`src/rtl/riscv_pkg.sv`:
```
// Shared fetch-path types and constants for the RISC-V front end.
package riscv_pkg;

   localparam logic [31:0] NOP_INSTR = 32'h0000_0013;

   typedef struct packed {
      logic [31:0] pc;
      logic [31:0] instr;
   } fetch_entry_t;

endpackage

```
`src/rtl/fetch_queue_fifo.sv`:
```
// In-order synchronous FIFO with flush; the head is read directly from the storage registers.
module fetch_queue_fifo
   import riscv_pkg::*;
#(
   parameter int  DEPTH   = 4,
   parameter type entry_t = fetch_entry_t,
   localparam int CW      = $clog2(DEPTH + 1)
) (
   input  logic          clk,
   input  logic          rst,
   input  logic          clear,
   input  logic          push,
   input  entry_t        push_data,
   input  logic          pop,
   output entry_t        head,
   output logic [CW-1:0] count
);

   localparam int            PW   = (DEPTH > 1) ? $clog2(DEPTH) : 1;
   localparam logic [PW-1:0] LAST = PW'(DEPTH - 1);

   entry_t        mem [DEPTH];
   logic [PW-1:0] rd_ptr;
   logic [PW-1:0] wr_ptr;
   logic          do_push;
   logic          do_pop;

   assign do_push = push && (count != CW'(DEPTH));
   assign do_pop  = pop && (count != '0);
   assign head    = mem[rd_ptr];

   always_ff @(posedge clk) begin
      if (rst || clear) begin
         rd_ptr <= '0;
         wr_ptr <= '0;
         count  <= '0;
      end else begin
         if (do_push) wr_ptr <= (wr_ptr == LAST) ? '0 : wr_ptr + PW'(1);
         if (do_pop)  rd_ptr <= (rd_ptr == LAST) ? '0 : rd_ptr + PW'(1);
         if (do_push && !do_pop)      count <= count + CW'(1);
         else if (do_pop && !do_push) count <= count - CW'(1);
      end
   end

   // Storage has no reset; occupancy is tracked solely by the pointers and count.
   always_ff @(posedge clk) begin
      if (do_push) mem[wr_ptr] <= push_data;
   end

endmodule

```
`src/rtl/fetch_prefetch_queue.sv`:
```
// Decoupled instruction-fetch front end: credit-limited sequential fetch, in-order response
// queue toward IF/ID, and redirect handling that drops responses still in flight.
module fetch_prefetch_queue
   import riscv_pkg::*;
#(
   parameter int          DEPTH     = 4,
   parameter int          MAX_OUTST = 2,
   parameter logic [31:0] RESET_PC  = 32'h0000_0000
) (
   input  logic        clk,
   input  logic        rst,
   input  logic        redirect,
   input  logic [31:0] redirect_pc,
   output logic        imem_req,
   output logic [31:0] imem_addr,
   input  logic        imem_gnt,
   input  logic        imem_rvalid,
   input  logic [31:0] imem_rdata,
   output logic        out_valid,
   input  logic        out_ready,
   output logic [31:0] out_pc,
   output logic [31:0] out_pc_plus_4,
   output logic [31:0] out_instr
);

   localparam int QCW = $clog2(DEPTH + 1);
   localparam int OW  = $clog2(MAX_OUTST + 1);

   logic [31:0]    fetch_pc;
   logic [OW-1:0]  discard;
   logic [OW-1:0]  outst;
   logic [OW-1:0]  tag_count;
   logic [QCW-1:0] q_count;
   logic [31:0]    tag_head_pc;
   fetch_entry_t   q_push_data;
   fetch_entry_t   q_head;
   logic           grant;
   logic           rsp_keep;
   logic           q_push;
   logic           q_pop;
   logic           redirect_pc_unused;

   // Outstanding requests are either tagged (will be kept) or marked for discard.
   assign outst = tag_count + discard;

   assign imem_req  = !rst && !redirect
                      && ((32'(q_count) + 32'(outst)) < 32'(DEPTH))
                      && (32'(outst) < 32'(MAX_OUTST));
   assign imem_addr = fetch_pc;
   assign grant     = imem_req && imem_gnt;

   assign rsp_keep    = imem_rvalid && (discard == '0);
   assign q_push      = rsp_keep && !redirect;
   assign q_pop       = out_valid && out_ready && !redirect;
   assign q_push_data = '{pc: tag_head_pc, instr: imem_rdata};

   // Fetch addresses are always word aligned, so the low target bits carry no information.
   assign redirect_pc_unused = ^redirect_pc[1:0];

   fetch_queue_fifo #(
      .DEPTH   (MAX_OUTST),
      .entry_t (logic [31:0])
   ) u_tag_fifo (
      .clk       (clk),
      .rst       (rst),
      .clear     (redirect),
      .push      (grant),
      .push_data (fetch_pc),
      .pop       (rsp_keep),
      .head      (tag_head_pc),
      .count     (tag_count)
   );

   fetch_queue_fifo #(
      .DEPTH   (DEPTH),
      .entry_t (fetch_entry_t)
   ) u_queue (
      .clk       (clk),
      .rst       (rst),
      .clear     (redirect),
      .push      (q_push),
      .push_data (q_push_data),
      .pop       (q_pop),
      .head      (q_head),
      .count     (q_count)
   );

   // On redirect every request still in flight must be dropped, minus one returning right now.
   always_ff @(posedge clk) begin
      if (rst) begin
         fetch_pc <= RESET_PC;
         discard  <= '0;
      end else if (redirect) begin
         fetch_pc <= {redirect_pc[31:2], 2'b00};
         discard  <= outst - OW'(imem_rvalid);
      end else begin
         if (grant) fetch_pc <= fetch_pc + 32'd4;
         if (imem_rvalid && (discard != '0)) discard <= discard - OW'(1);
      end
   end

   assign out_valid     = (q_count != '0);
   assign out_pc        = out_valid ? q_head.pc : 32'h0;
   assign out_instr     = out_valid ? q_head.instr : NOP_INSTR;
   assign out_pc_plus_4 = out_pc + 32'd4;

   assert property (@(posedge clk) disable iff (rst) imem_rvalid |-> (outst != '0));

endmodule
```
`config.mk`:
```
export PLATFORM = sky130hd
export DESIGN_NAME = fetch_prefetch_queue
export DESIGN_NICKNAME = d
export VERILOG_FILES = /design/src/rtl/riscv_pkg.sv /design/src/rtl/fetch_queue_fifo.sv /design/src/rtl/fetch_prefetch_queue.sv
export SDC_FILE = /design/constraint.sdc
export NUM_CORES = 1
export LEC_CHECK = 0
export BUFFER_PORTS_ARGS = -buffer_cell sky130_fd_sc_hd__buf_2
export CAP_MARGIN = 20
export CORE_MARGIN = 2
export CORE_UTILIZATION = 58
export DETAILED_ROUTE_END_ITERATION = 8
export PLACE_DENSITY_LB_ADDON = 0.15
export SYNTH_ARGS = -nofsm -noshare
export SYNTH_HDL_FRONTEND = slang
export SYNTH_SLANG_ARGS = --single-unit
```
`constraint.sdc`:
```
create_clock -name clk -period 5 [get_ports clk]
set_clock_uncertainty 0.15 [all_clocks]
set_input_delay 1 -clock clk [delete_from_list [all_inputs] [get_ports clk]]
set_output_delay 1 -clock clk [all_outputs]
set_load 0.005 [all_outputs]
```
# Word level (Yosys, flattened, before mapping)
# Memories as Yosys holds them, arrays and structs flattened. A register that Yosys moved wholly into a read port is not among the register bits.
# Cells that the tools add are included.
dict set report word_totals {
  latch_bits 0
  mem_count 2
  mem_bits_rw 320
  romBits 0
  word_cells 86
  output_inout_bits 130
  ff_bits 45
}
# name words word_bits rd rd_ports_with_merged_regs wr line
set memory_table {}
lappend memory_table {u_queue.mem 4 64 1 1 1 fetch_queue_fifo.sv:22} ;# entry_t mem [DEPTH];
lappend memory_table {u_tag_fifo.mem 2 32 1 1 1 fetch_queue_fifo.sv:22}
dict set report classes {
  bitwise 0
  n_mux 22
  n_eq_ne 4
  n_div 0
  n_reduce_logical 33
  order_cmp 2
  addsub 14
  mul 0
  shifts 0
}
# cell count
set op_table {}
lappend op_table {{$mux 32} 4}
lappend op_table {{$add 32x3->32 const B} 2}
lappend op_table {{$logic_and 1x1->1} 17}
lappend op_table {{$mux 2} 8}
lappend op_table {{$reduce_bool 2->1} 6}
lappend op_table {{$mux 1} 8}
lappend op_table {{$add 2x1->2 const B} 3}
lappend op_table {{$logic_not 1->1} 6}
lappend op_table {{$mux 3} 2}
lappend op_table {{$add 3x2->4} 1}
lappend op_table {{$eq 2x2->1 const B} 2}
lappend op_table {{$lt 4x3->1 const B} 1}
lappend op_table {{$sub 2x1->2 const B} 2}
lappend op_table {{$add 3x1->3 const B} 1}
lappend op_table {{$ne 3x3->1 const B} 1}
lappend op_table {{$reduce_bool 3->1} 1}
lappend op_table {{$sub 3x1->3 const B} 1}
lappend op_table {{$add 1x1->1 const B} 2}
lappend op_table {{$add 2x2->2} 1}
lappend op_table {{$logic_not 2->1} 1}
lappend op_table {{$lt 2x2->1 const B} 1}
lappend op_table {{$ne 2x2->1 const B} 1}
lappend op_table {{$reduce_or 2->1} 1}
lappend op_table {{$sub 2x1->2} 1}
lappend op_table {{$logic_or 1x1->1} 1}

# Depth between registers and ports, before layout
dict set report logic_depth {
  ltp_word 11
  ltp_mapped 12
}

# Hierarchy
# Synthesis repeated with hierarchy kept, for this count alone.
dict set report hier_totals {
  hier_cells 940
  area_unflattened_um2 15274.6
}
# mod area_each_um2 cells_per_inst n_inst seq_area_each_um2
set modules_own_cells {}
lappend modules_own_cells {{fetch_queue_fifo (u_queue)} 9718.1 382 1 7867.5}
lappend modules_own_cells {fetch_prefetch_queue 3026.7 432 1 640.6}
lappend modules_own_cells {{fetch_queue_fifo (u_tag_fifo)} 2529.9 126 1 2021.9}

# Least setup slack after synthesis
# No wires, ideal clock.
dict set report synth_timing {
  path_kind {input port to flip-flop}
  from {input port rst}
  to {memory u_tag_fifo.mem[0][10] (netlist bit) (enable)}
  required_time_ns 4.429
  setup_time_ns 0.421
  arrival_time_ns 3.490
  cell_stages 6
  setup_slack_ns 0.940
  n_path_buf 2
  path_cell_list {clkbuf_1 a311oi_1 nand4_1 clkbuf_1 a21oi_1 nor2b_1}
}
dict set report synth_between {
  elab_chain_len 8
}
# item line
set synth_rtl {}
lappend synth_rtl {{start, declared} fetch_prefetch_queue.sv:11} ;# input logic rst,
lappend synth_rtl {{$logic_not 1->1} fetch_prefetch_queue.sv:46} ;# assign imem_req = !rst && !redirect
lappend synth_rtl {{$logic_and 1x1->1} fetch_prefetch_queue.sv:46}
lappend synth_rtl {{$logic_and 1x1->1} fetch_prefetch_queue.sv:47} ;# && ((32'(q_count) + 32'(outst)) < 32'(DEPTH))
lappend synth_rtl {{$logic_and 1x1->1} fetch_prefetch_queue.sv:48} ;# && (32'(outst) < 32'(MAX_OUTST));
lappend synth_rtl {{$logic_and 1x1->1} fetch_prefetch_queue.sv:50} ;# assign grant = imem_req && imem_gnt;
lappend synth_rtl {{$logic_and 1x1->1} fetch_queue_fifo.sv:28} ;# assign do_push = push && (count != CW'(DEPTH));
lappend synth_rtl {{net u_tag_fifo.do_push} fetch_queue_fifo.sv:25} ;# logic do_push;
lappend synth_rtl {{$mux 1} fetch_queue_fifo.sv:47} ;# if (do_push) mem[wr_ptr] <= push_data;
lappend synth_rtl {{$mux 1 (not written as such)} fetch_queue_fifo.sv:47}
lappend synth_rtl {{end, declared} fetch_queue_fifo.sv:22}
# The timed path passes the listed nets, and every way through them passes these cells.

==> metrics <==
WP data required approximately 3.9 ns; Post-Synthesis Cells 920; Longest Clk Path Bufs 3; crit-path cells buf_4, mux4_2, nand4_1, or3_1, or4_4, xnor2_2, buf_2; global placer's final weighted congestion 0.837; Finished Core Util between 60% and 70%; CTS Root Cell clkbuf_16; Sw Pwr 0.00132 W; initial antenna violation count 0; PD cells approximately 370 nW/um^2; final slew viol count 0; CTS tree done; slowest CP cell dfxtp_2; worst setup margin 0.447 ns; clock slew at reported path FFs ~0.06 ns; synthesized flop and latch total between 300 and 400; ys flop type edfxtp_1; Clk Latency, worst-skew pair 0.50 ns; most frequent cells in the layout 308 x edfxtp_1, 191 x buf_2, 65 x and2_1; switching part of the total between 20% and 30%; maxcap violations 0; antenna-violating nets left 0; number of fill cells about 1,700; Setup Fix Bufs, Post-CTS 0; Initial Util roughly three fifths; Die Y 164 microns; WL/cell approximately 20 microns; minimum clock period approximately 4.6 ns; drc violations 0; fin crit share ~91%; Post-CTS Resized 0; area grow syn2layout 16.6%; sequential share of power between 50% and 60%; H-tree depth 2; cell area after synthesis 14,900 sq um; area fraction of the dominant cell type after synthesis between 60 and 70%; worst setup path class reg -> out; Via-to-Cell Ratio just under 6; vias in the first global route 8,512; core footprint ~25,000 sq um; DIE WIDTH around 160 microns; die area 26,900 sq um; Yosys Warn Count 0; # nets final 1,205; Clk network pwr share around 40%; Area contributors post-synth edfxtp_1 62%, mux4_2 9.7%, dfxtp_1 6.2%; Setup-failing EPs final 0; Netlist cell types between 50 and 60; Detailed Route WL roughly 30,000 microns; Async S/R FF share, synth 0%; final setup TNS 0 ns; row count 58; CP peak stage delay 0.62 ns; Worst-Margin Slew 1.00 ns; CP Launch Type flip-flop; Post-synth EDFFs 308; HP Class reg -> reg; Post-Place Worst Slack a little over 0.9 ns; via count slightly below 9,000; IO buf count about 190; CTS buffer count 36; Pre-antenna DRT Iters 5; crit path DAT approximately 3.4 ns; commonest non-fill, non-tap cell in the layout edfxtp_1; worst-path fanout max 24; share of layout cells above drive strength 1 33.1%; Max VDD drop about 0.00025 V; first-pass GRT wire length 46,100 microns; fmax 0.220 GHz; Seq/Total Area, Yosys about two thirds; slew margin rel. between 30% and 40%; global route overflow 0; biggest area consumer among synthesized cells edfxtp_1; P_int ~0.0050 W; RSZ-0062 raised after global routing false; largest net degree at the start of global routing between 60 and 70; DR iter-0 viols approximately 850; Gate power share under 10%; Final Hold Fails 0; Critical Path Sink Type primary output; Static Leakage 6.22 nW; # clock sinks 354; Reg2Reg Depth 10; io pins 200; hold path depth 2; ant diodes 0; status complete, no violations; Hold-fix buffers, CTS 0; GRT Total Usage around 22%; Mean Syn Cell Area 16.2 sq um; Post-DP HPWL roughly 19,000 microns
[cells in the mapped netlist (all sizes together) (2+ instances only)]
master / n
clkbuf: 30
edfxtp: 308
a311oi: 3
and4: 9
nor2: 36
a211oi: 9
nand2: 37
nor4b: 2
nor2b: 2
ha: 13
and3: 17
a31oi: 14
or4: 5
mux2i: 3
or3: 7
dfxtp: 46
a32oi: 3
buf: 23
nor4: 5
nand3: 18
o21ai: 16
a21oi: 25
inv: 19
or2: 6
mux4: 64
a22oi: 5
xor2: 17
mux2: 32
nor3: 13
nand4: 27
o211ai: 5
and2: 65
xnor2: 25
[power groups by stage]
stage / sequential, W / combinational, W / clock [W]
2_1_floorplan: 0.00338 / 0.000267 / 0
3_3_place_gp: 0.00339 / 0.000441 / 0
3_5_place_dp: 0.00339 / 0.000449 / 0
4_1_cts: 0.00333 / 0.000452 / 0.00261
5_1_grt: 0.00334 / 0.000495 / 0.00273
6_report: 0.00333 / 0.000447 / 0.00256
[path summary, 6_finish.rpt]
path	endpoint	slack (ns)	start
worst max-delay path	out_pc_plus_4[18]	0.45	flip-flop
worst min-delay path	flip-flop	0.33	u_queue.rd_ptr[1]
worst max register to register	u_tag_fifo.mem[0][9]	1.65	u_tag_fifo.count[0]
worst min register to register	flip-flop	0.33	u_queue.rd_ptr[1]
[critical path: cells and delay by family (launching register included)]
| family | cells | cell delay (ns) |
|---|---|---|
| DFF | 1 | 0.62 |
| and+or+nand+nor | 3 | 1.20 |
| xor gates and xnor gates | 1 | 0.14 |
| buffers and inverters | 2 | 0.58 |
| muxes | 1 | 0.36 |
[logic make-up (layout without fill, tap and decap cells)]
logic type                 count (synthesis)  in the layout  share of synthesized area (%)
DFF                                      354            354                           68.4
and+or+nand+nor                          252            252                           9.63
muxes                                     99             99                           12.3
AOI/OAI and AO/OA                         84             84                           3.51
buffers and inverters                     73            294                           2.16
xor gates and xnor gates                  43             43                           2.68
adders and majority gates                 14             14                           1.23
other                                      1              6                         0.0252
[metal layers]
layer	global-route usage, %	part of all wire [%]
met1	32.1	43
met5	0	0
met3	3.26	7.2
met4	5.94	1.8
met2	35.8	48
[sequential cells by signal (all words and copies together), names as in the netlist, named ones only]
| register | cells |
|---|---|
| u_tag_fifo.wr_ptr | 1 |
| u_queue.wr_ptr | 2 |
| u_tag_fifo.mem | 60 |
| u_queue.rd_ptr | 2 |
| discard | 2 |
| u_queue.count | 3 |
| u_queue.mem | 248 |
| u_tag_fifo.rd_ptr | 1 |
| imem_addr | 30 |
| u_tag_fifo.count | 2 |
[final cells by class]
type                       instances  area (sq um)  share of cell area [%]
multi-input combinational        498          4400                    25.4
clock inverter                    17           131                   0.758
clock buffer                      46          1010                    5.84
tap                              330           413                    2.38
timing repair buffer             211          1120                    6.46
inverter                          20          75.1                   0.433
sequential                       354         10200                    58.7
[per-stage QoR]
stage | hold slack [ns] | std cells | instance area [sq um] | total power (W)
5_1_grt | 0.371 | 1476 | 17300 | 0.00656
4_1_cts | 0.337 | 1476 | 17300 | 0.00639
3_3_place_gp | 0.319 | 1413 | 16200 | 0.00383
2_1_floorplan | 0.304 | 925 | 14900 | 0.00364
3_5_place_dp | 0.328 | 1413 | 16200 | 0.00384
6_report | 0.333 | 1476 | 17300 | 0.00633
No activity file was read; power rests on OpenSTA's default activity.
